==> src/rtl/mem_stage_ctrl.sv <==
// rtl/mem_stage_ctrl.sv - memory-access pipeline stage with dmem req/ack sequencing and MEM/WB register
//
// Sits after the EX/MEM register. Resolves branches combinationally while idle,
// runs one load/store per instruction over a registered req/ack handshake
// (stalling upstream while the access is outstanding), and owns the MEM/WB
// register that feeds writeback.
//
// Ports:
//   clk, rst                 clock, synchronous active-high reset
//   Branch_in .. MemtoReg_in control bits from EX/MEM
//   PC_calculated_in         branch target
//   ALU_result_in            address / ALU result (zero = branch taken)
//   Read_data1_in            store data
//   Register_dest_in         destination register
//   dmem_req/we/addr/wdata   registered request to data memory
//   dmem_ack, dmem_rdata     completion and load data (valid with ack)
//   stall                    freeze PC, IF/ID, ID/EX, EX/MEM
//   PCSrc, PC_target         branch redirect
//   flush_out                flush younger stages (same as PCSrc)
//   bus_error                sticky request timeout flag
//   RegWrite_out .. Register_dest_out  MEM/WB register
//   misalign                 sticky misaligned-access flag (MEM_MISALIGN_CHECK_EN only)
//
// Optional build macro: MEM_MISALIGN_CHECK_EN
//   When defined, a memory op whose address is not word aligned is never
//   issued; it is retired through DONE with its register write suppressed and
//   the sticky misalign output set.

module mem_stage_ctrl #(
    parameter int Width   = 32,
    parameter int Depth   = 32,
    parameter int TIMEOUT = 15
) (
    input  logic             clk,
    input  logic             rst,
    input  logic             Branch_in,
    input  logic             MemRead_in,
    input  logic             MemWrite_in,
    input  logic             RegWrite_in,
    input  logic             MemtoReg_in,
    input  logic [Width-1:0] PC_calculated_in,
    input  logic [Depth-1:0] ALU_result_in,
    input  logic [Depth-1:0] Read_data1_in,
    input  logic [4:0]       Register_dest_in,
    output logic             dmem_req,
    output logic             dmem_we,
    output logic [Depth-1:0] dmem_addr,
    output logic [Depth-1:0] dmem_wdata,
    input  logic             dmem_ack,
    input  logic [Depth-1:0] dmem_rdata,
    output logic             stall,
    output logic             PCSrc,
    output logic [Width-1:0] PC_target,
    output logic             flush_out,
    output logic             bus_error,
`ifdef MEM_MISALIGN_CHECK_EN
    output logic             misalign,
`endif
    output logic             RegWrite_out,
    output logic             MemtoReg_out,
    output logic [Depth-1:0] Read_data_out,
    output logic [Depth-1:0] ALU_result_out,
    output logic [4:0]       Register_dest_out
);

    localparam int CW = (TIMEOUT < 2) ? 1 : $clog2(TIMEOUT);

    typedef enum logic [1:0] {
        S_IDLE = 2'd0,
        S_REQ  = 2'd1,
        S_DONE = 2'd2
    } state_t;

    state_t           state_q, state_d;
    logic [CW-1:0]    cnt_q, cnt_d;
    logic             abort_q, abort_d;
    logic [Depth-1:0] rdata_q, rdata_d;

    logic             dmem_req_q, dmem_req_d;
    logic             dmem_we_q, dmem_we_d;
    logic [Depth-1:0] dmem_addr_q, dmem_addr_d;
    logic [Depth-1:0] dmem_wdata_q, dmem_wdata_d;
    logic             bus_error_q, bus_error_d;
    logic             misalign_q, misalign_d;

    logic             regwrite_q, regwrite_d;
    logic             memtoreg_q, memtoreg_d;
    logic [Depth-1:0] read_data_q, read_data_d;
    logic [Depth-1:0] alu_result_q, alu_result_d;
    logic [4:0]       reg_dest_q, reg_dest_d;

    logic             mem_op;
    logic             misaligned;
    logic             timeout_hit;

    assign mem_op      = MemRead_in | MemWrite_in;
    assign timeout_hit = (cnt_q == CW'(TIMEOUT - 1));

`ifdef MEM_MISALIGN_CHECK_EN
    assign misaligned  = (ALU_result_in[1:0] != 2'b00);
`else
    assign misaligned  = 1'b0;
`endif

    always_comb begin
        state_d      = state_q;
        cnt_d        = cnt_q;
        abort_d      = abort_q;
        rdata_d      = rdata_q;
        dmem_req_d   = dmem_req_q;
        dmem_we_d    = dmem_we_q;
        dmem_addr_d  = dmem_addr_q;
        dmem_wdata_d = dmem_wdata_q;
        bus_error_d  = bus_error_q;
        misalign_d   = misalign_q;
        regwrite_d   = regwrite_q;
        memtoreg_d   = memtoreg_q;
        read_data_d  = read_data_q;
        alu_result_d = alu_result_q;
        reg_dest_d   = reg_dest_q;

        case (state_q)
            S_IDLE: begin
                if (mem_op) begin
                    // The instruction is held upstream by stall and retires
                    // from DONE, so MEM/WB takes a bubble here.
                    regwrite_d   = 1'b0;
                    memtoreg_d   = 1'b0;
                    read_data_d  = '0;
                    alu_result_d = '0;
                    reg_dest_d   = '0;
                    if (misaligned) begin
                        abort_d    = 1'b1;
                        misalign_d = 1'b1;
                        state_d    = S_DONE;
                    end else begin
                        dmem_req_d   = 1'b1;
                        dmem_we_d    = MemWrite_in;
                        dmem_addr_d  = ALU_result_in;
                        dmem_wdata_d = Read_data1_in;
                        cnt_d        = '0;
                        abort_d      = 1'b0;
                        rdata_d      = '0;
                        state_d      = S_REQ;
                    end
                end else begin
                    regwrite_d   = RegWrite_in;
                    memtoreg_d   = MemtoReg_in;
                    read_data_d  = '0;
                    alu_result_d = ALU_result_in;
                    reg_dest_d   = Register_dest_in;
                end
            end

            S_REQ: begin
                // Ack is tested first so that an ack on the final allowed
                // cycle completes the access instead of aborting it.
                if (dmem_ack) begin
                    dmem_req_d = 1'b0;
                    if (!dmem_we_q) begin
                        rdata_d = dmem_rdata;
                    end
                    state_d = S_DONE;
                end else if (timeout_hit) begin
                    dmem_req_d  = 1'b0;
                    bus_error_d = 1'b1;
                    abort_d     = 1'b1;
                    state_d     = S_DONE;
                end else begin
                    cnt_d = cnt_q + 1'b1;
                end
            end

            S_DONE: begin
                regwrite_d   = RegWrite_in & ~abort_q;
                memtoreg_d   = MemtoReg_in;
                read_data_d  = abort_q ? '0 : rdata_q;
                alu_result_d = ALU_result_in;
                reg_dest_d   = Register_dest_in;
                abort_d      = 1'b0;
                state_d      = S_IDLE;
            end

            default: begin
                state_d = S_IDLE;
            end
        endcase
    end

    always_ff @(posedge clk) begin
        if (rst) begin
            state_q      <= S_IDLE;
            cnt_q        <= '0;
            abort_q      <= 1'b0;
            rdata_q      <= '0;
            dmem_req_q   <= 1'b0;
            dmem_we_q    <= 1'b0;
            dmem_addr_q  <= '0;
            dmem_wdata_q <= '0;
            bus_error_q  <= 1'b0;
            misalign_q   <= 1'b0;
            regwrite_q   <= 1'b0;
            memtoreg_q   <= 1'b0;
            read_data_q  <= '0;
            alu_result_q <= '0;
            reg_dest_q   <= '0;
        end else begin
            state_q      <= state_d;
            cnt_q        <= cnt_d;
            abort_q      <= abort_d;
            rdata_q      <= rdata_d;
            dmem_req_q   <= dmem_req_d;
            dmem_we_q    <= dmem_we_d;
            dmem_addr_q  <= dmem_addr_d;
            dmem_wdata_q <= dmem_wdata_d;
            bus_error_q  <= bus_error_d;
            misalign_q   <= misalign_d;
            regwrite_q   <= regwrite_d;
            memtoreg_q   <= memtoreg_d;
            read_data_q  <= read_data_d;
            alu_result_q <= alu_result_d;
            reg_dest_q   <= reg_dest_d;
        end
    end

    // Only the issuing IDLE cycle and the outstanding REQ cycles hold the
    // pipeline; DONE releases it so the next instruction arrives in IDLE.
    assign stall     = ((state_q == S_IDLE) && mem_op) || (state_q == S_REQ);
    assign PCSrc     = (state_q == S_IDLE) && Branch_in && (ALU_result_in == '0);
    assign flush_out = PCSrc;
    assign PC_target = PC_calculated_in;

    assign dmem_req          = dmem_req_q;
    assign dmem_we           = dmem_we_q;
    assign dmem_addr         = dmem_addr_q;
    assign dmem_wdata        = dmem_wdata_q;
    assign bus_error         = bus_error_q;
    assign RegWrite_out      = regwrite_q;
    assign MemtoReg_out      = memtoreg_q;
    assign Read_data_out     = read_data_q;
    assign ALU_result_out    = alu_result_q;
    assign Register_dest_out = reg_dest_q;

`ifdef MEM_MISALIGN_CHECK_EN
    assign misalign = misalign_q;
`else
    logic unused_misalign;
    assign unused_misalign = misalign_q;
`endif

endmodule

==> config.mk <==
export PLATFORM = sky130hd
export DESIGN_NAME = mem_stage_ctrl
export DESIGN_NICKNAME = d
export VERILOG_FILES = /design/src/rtl/mem_stage_ctrl.sv
export SDC_FILE = /design/constraint.sdc
export NUM_CORES = 1
export LEC_CHECK = 0
export ABC_CLOCK_PERIOD_IN_PS = 4400
export CORE_ASPECT_RATIO = 0.5
export CORE_MARGIN = 1.5
export CORE_UTILIZATION = 45
export CTS_CLUSTER_SIZE = 24
export DETAILED_ROUTE_END_ITERATION = 16
export PLACE_DENSITY = 0.86
export SYNTH_ARGS = -nofsm -noshare
export SYNTH_HDL_FRONTEND = slang
export SYNTH_SLANG_ARGS = --single-unit
==> constraint.sdc <==
create_clock -name clk -period 4.4 [get_ports clk]
set_input_delay 0.66 -clock clk [delete_from_list [all_inputs] [get_ports clk]]
set_output_delay 0.66 -clock clk [all_outputs]
set_load 0.02 [all_outputs]
==> flow_summary.ini <==
[status]
outcome = completed

[routing]
remaining_drc_errors = 0
first_pass_iters = 5
drt-total-wl_um = 18800
vias = 5937
via_per_inst = 5.13
drtIter0Drc = 275
wl_per_cell_um = 16.2
detail-route-antenna-nets = 0

[critical_path]
rr_worst_depth = 5
required_ns = 3.74
cp_common_cell = clkdlybuf4s50_1
critPathKind = in -> out
cpMaxStageDelayCell = clkdlybuf4s50_1
crit_arrival_ns = 2.60
r2r_start = state_q[0]
rr_endpoint = cnt_q[1]
cp_max_fo = 3
endpoint_kind = output port
max_stage_delay_ns = 0.67
crit_family = buffers and inverters
path_depth = 5
crit_end = PCSrc
worstSetupStartpoint = ALU_result_in[3]
startpoint_type = input port
critPathBufInv = 2
crit_chain = clkdlybuf4s50_1 -> nor4_1 -> nand3_1 -> nor3_1 -> clkdlybuf4s50_1
ff2ff_setup_slack_ns = 1.84

[finish]
syn2layout_area_growth_pct = 42.3
layout-drive-gt1-share_pct = 5.10
fill_cells = 1187
final_common_cell = clkdlybuf4s50_1
final_cell_mix = clkdlybuf4s50_1 (248), dfxtp_1 (176), nand2_1 (132), nor2_1 (110), a21oi_1 (74)
n_antenna_cell = 0
multiInputGateArea_um2 = 2720
layout.nets = 1092
regArea_um2 = 3550

[pwr]
combPwrFrac_pct = 17.8
switching_power_uw = 1060
power_frac_seq_pct = 45.1
peakVddDrop_mv = 0.301
netSwitchingFraction_pct = 27.5
powerDensity_nw_per_um2 = 400
p_leak_uw = 0.00367
clkPwrFrac_pct = 37.2
p_int_uw = 2790

[synthesis]
ys_top_cells_by_area = dfxtp_1 (52%), mux2i_1 (10%), nand2_1 (7.4%), nor2_1 (6.2%), a21oi_1 (5.5%)
synth_warnings = 0
ys_types = 33
ys_seq_elements = 177
synth-seq-area-share_pct = 52.3
synth.largest_area_cell = dfxtp_1
syn-num-nets = 902
postSynthAreaPerCell_um2 = 8.92
synth_top_area_share_pct = 52.3
syn_inst = 759
syn_area_um2 = 6770

[floorplan]
ios = 314
die_w_um = 176
die_area_um2 = 15800
num_rows = 31
dieHeight_um = 89.7
core_region_area_um2 = 14600
start_util_pct = 46.4

[cts]
htreeDepth = 4
cts-root-buf = clkbuf_16
post_cts_buffers = 0
clock_latency_ns = 0.41
ctsResizeCount = 0
path_clk_slew_ns = 0.06
cts_tree = built
clock_sinks = 177
cts.hold.buffers_added = 0
clock_path_buffers = 2
cts_made_buffers = 17

[grt]
antenna_found_initial = 0
grt_max_degree = 101
grt_first_pass_wirelength_um = 30000
grt_pass1_vias = 5800
overflow = 0
grt_use_total_pct = 23.6

[timing]
tightest_slew_ns = 1.11
setup_tns_ns = 0
rsz0062_at_grt = no
slew_headroom_pct = 26.1
max_freq_mhz = 306
setup_viol = 0
min_period_over_period_pct = 74.2
skew_ns = 0.0123
hold_viol = 0
period_needed_ns = 3.26
slew_violations = 0
whs_ns = 0.451

[job]
maxCapViolations = 0

[placed_design]
portBuffers = 249
gp_congestion = 0.924
place_hpwl_um = 13100

[worst_hold_path]
hold_path_class = reg -> reg
-- registers in the layout (all words and copies together), names as in the netlist, 2 cells and up --
signal             flops
ALU_result_out        32
dmem_addr             32
rdata_q               32
Read_data_out         32
dmem_wdata            32
Register_dest_out      5
state_q                2
cnt_q                  4
-- how the worst min path moves through the flow --
| stage | startpoint | end | slack (ns) | cells after the start |
|---|---|---|---|---|
| after global placement | dmem_wdata[25] | dmem_wdata[25] | 0.44 | 2 |
| after global routing | dmem_addr[13] | dmem_addr[13] | 0.47 | 2 |
| after floorplan | abort_q | abort_q | 0.45 | 2 |
| after CTS | dmem_addr[30] | dmem_addr[30] | 0.45 | 2 |
| final | dmem_wdata[1] | dmem_wdata[1] | 0.45 | 2 |
| after detailed placement | dmem_addr[30] | dmem_addr[30] | 0.45 | 2 |
-- per-layer routing --
metal | GRT usage [%] | share of wire, % | vias up
li1 | - | - | 2859
met1 | 26.5 | 40 | 2800
met2 | 40.3 | 49 | 198
met3 | 6.05 | 6.1 | 80
met4 | 14.3 | 4.8 | 0
met5 | 0 | 0 | -
-- cell type report --
| cell class | instances | share of cell area [%] |
|---|---|---|
| Clock buffer | 17 | 4.41 |
| Clock inverter | 13 | 1.34 |
| Inverter | 2 | 0.0779 |
| Multi-Input combinational cell | 493 | 28.3 |
| Sequential cell | 177 | 36.8 |
| Tap cell | 198 | 2.57 |
| Timing Repair Buffer | 258 | 26.5 |
-- cells by family after synthesis --
family	Yosys count	share of synthesized area, %
adders and majority gates	2	0.370
buffers and inverters	89	7.58
muxes	70	10.3
DFF	177	52.3
and+or+nand+nor	305	19.2
AOI/OAI and AO/OA	116	10.2
-- synth_stat cells --
cell	instances
nand3b_1	1
buf_6	4
and2_1	33
nor3b_2	1
or2_2	1
nor3_1	3
o31a_1	1
nand4_1	1
nor3b_1	1
ha_1	2
inv_1	2
mux2i_1	70
a22oi_1	32
buf_2	19
a32oi_4	1
and3_1	1
clkbuf_1	29
nor2_1	111
nand3_1	5
nor4_1	7
or4_1	1
clkbuf_2	1
a31oi_1	1
nor2_2	1
nor4b_1	1
nand2b_1	3
buf_1	1
o21ai_0	7
dfxtp_1	177
buf_4	33
nor2b_1	1
nand2_1	133
a21oi_1	74
-- worst min-delay path, delay by kind of cell (launching register included) --
family / cells / cell delay, ns
compound gates: 1 / 0.05
flops: 1 / 0.31
simple gates: 1 / 0.05
-- power by group through the flow --
stage | combinational, uW | sequential [uW] | clock (uW)
6_report | 684 | 1740 | 1430
5_1_grt | 732 | 1750 | 1540
4_1_cts | 688 | 1740 | 1460
3_5_place_dp | 685 | 1770 | 0
3_3_place_gp | 674 | 1770 | 0
2_1_floorplan | 330 | 1850 | 0
-- metrics by stage --
stage                     util, %  instances  total power [uW]  instance area (um^2)  setup slack [ns]
final                        66.1       1158              3850                  9640              1.14
after floorplan                 -        759              2180                  6770              1.87
after CTS                    66.1       1158              3880                  9640              1.16
after detailed placement     62.3       1128              2460                  9080              1.15
after global routing         66.1       1158              4010                  9640             0.963
after global placement       62.3       1128              2440                  9080              1.19
No activity file was read; power rests on OpenSTA's default activity.
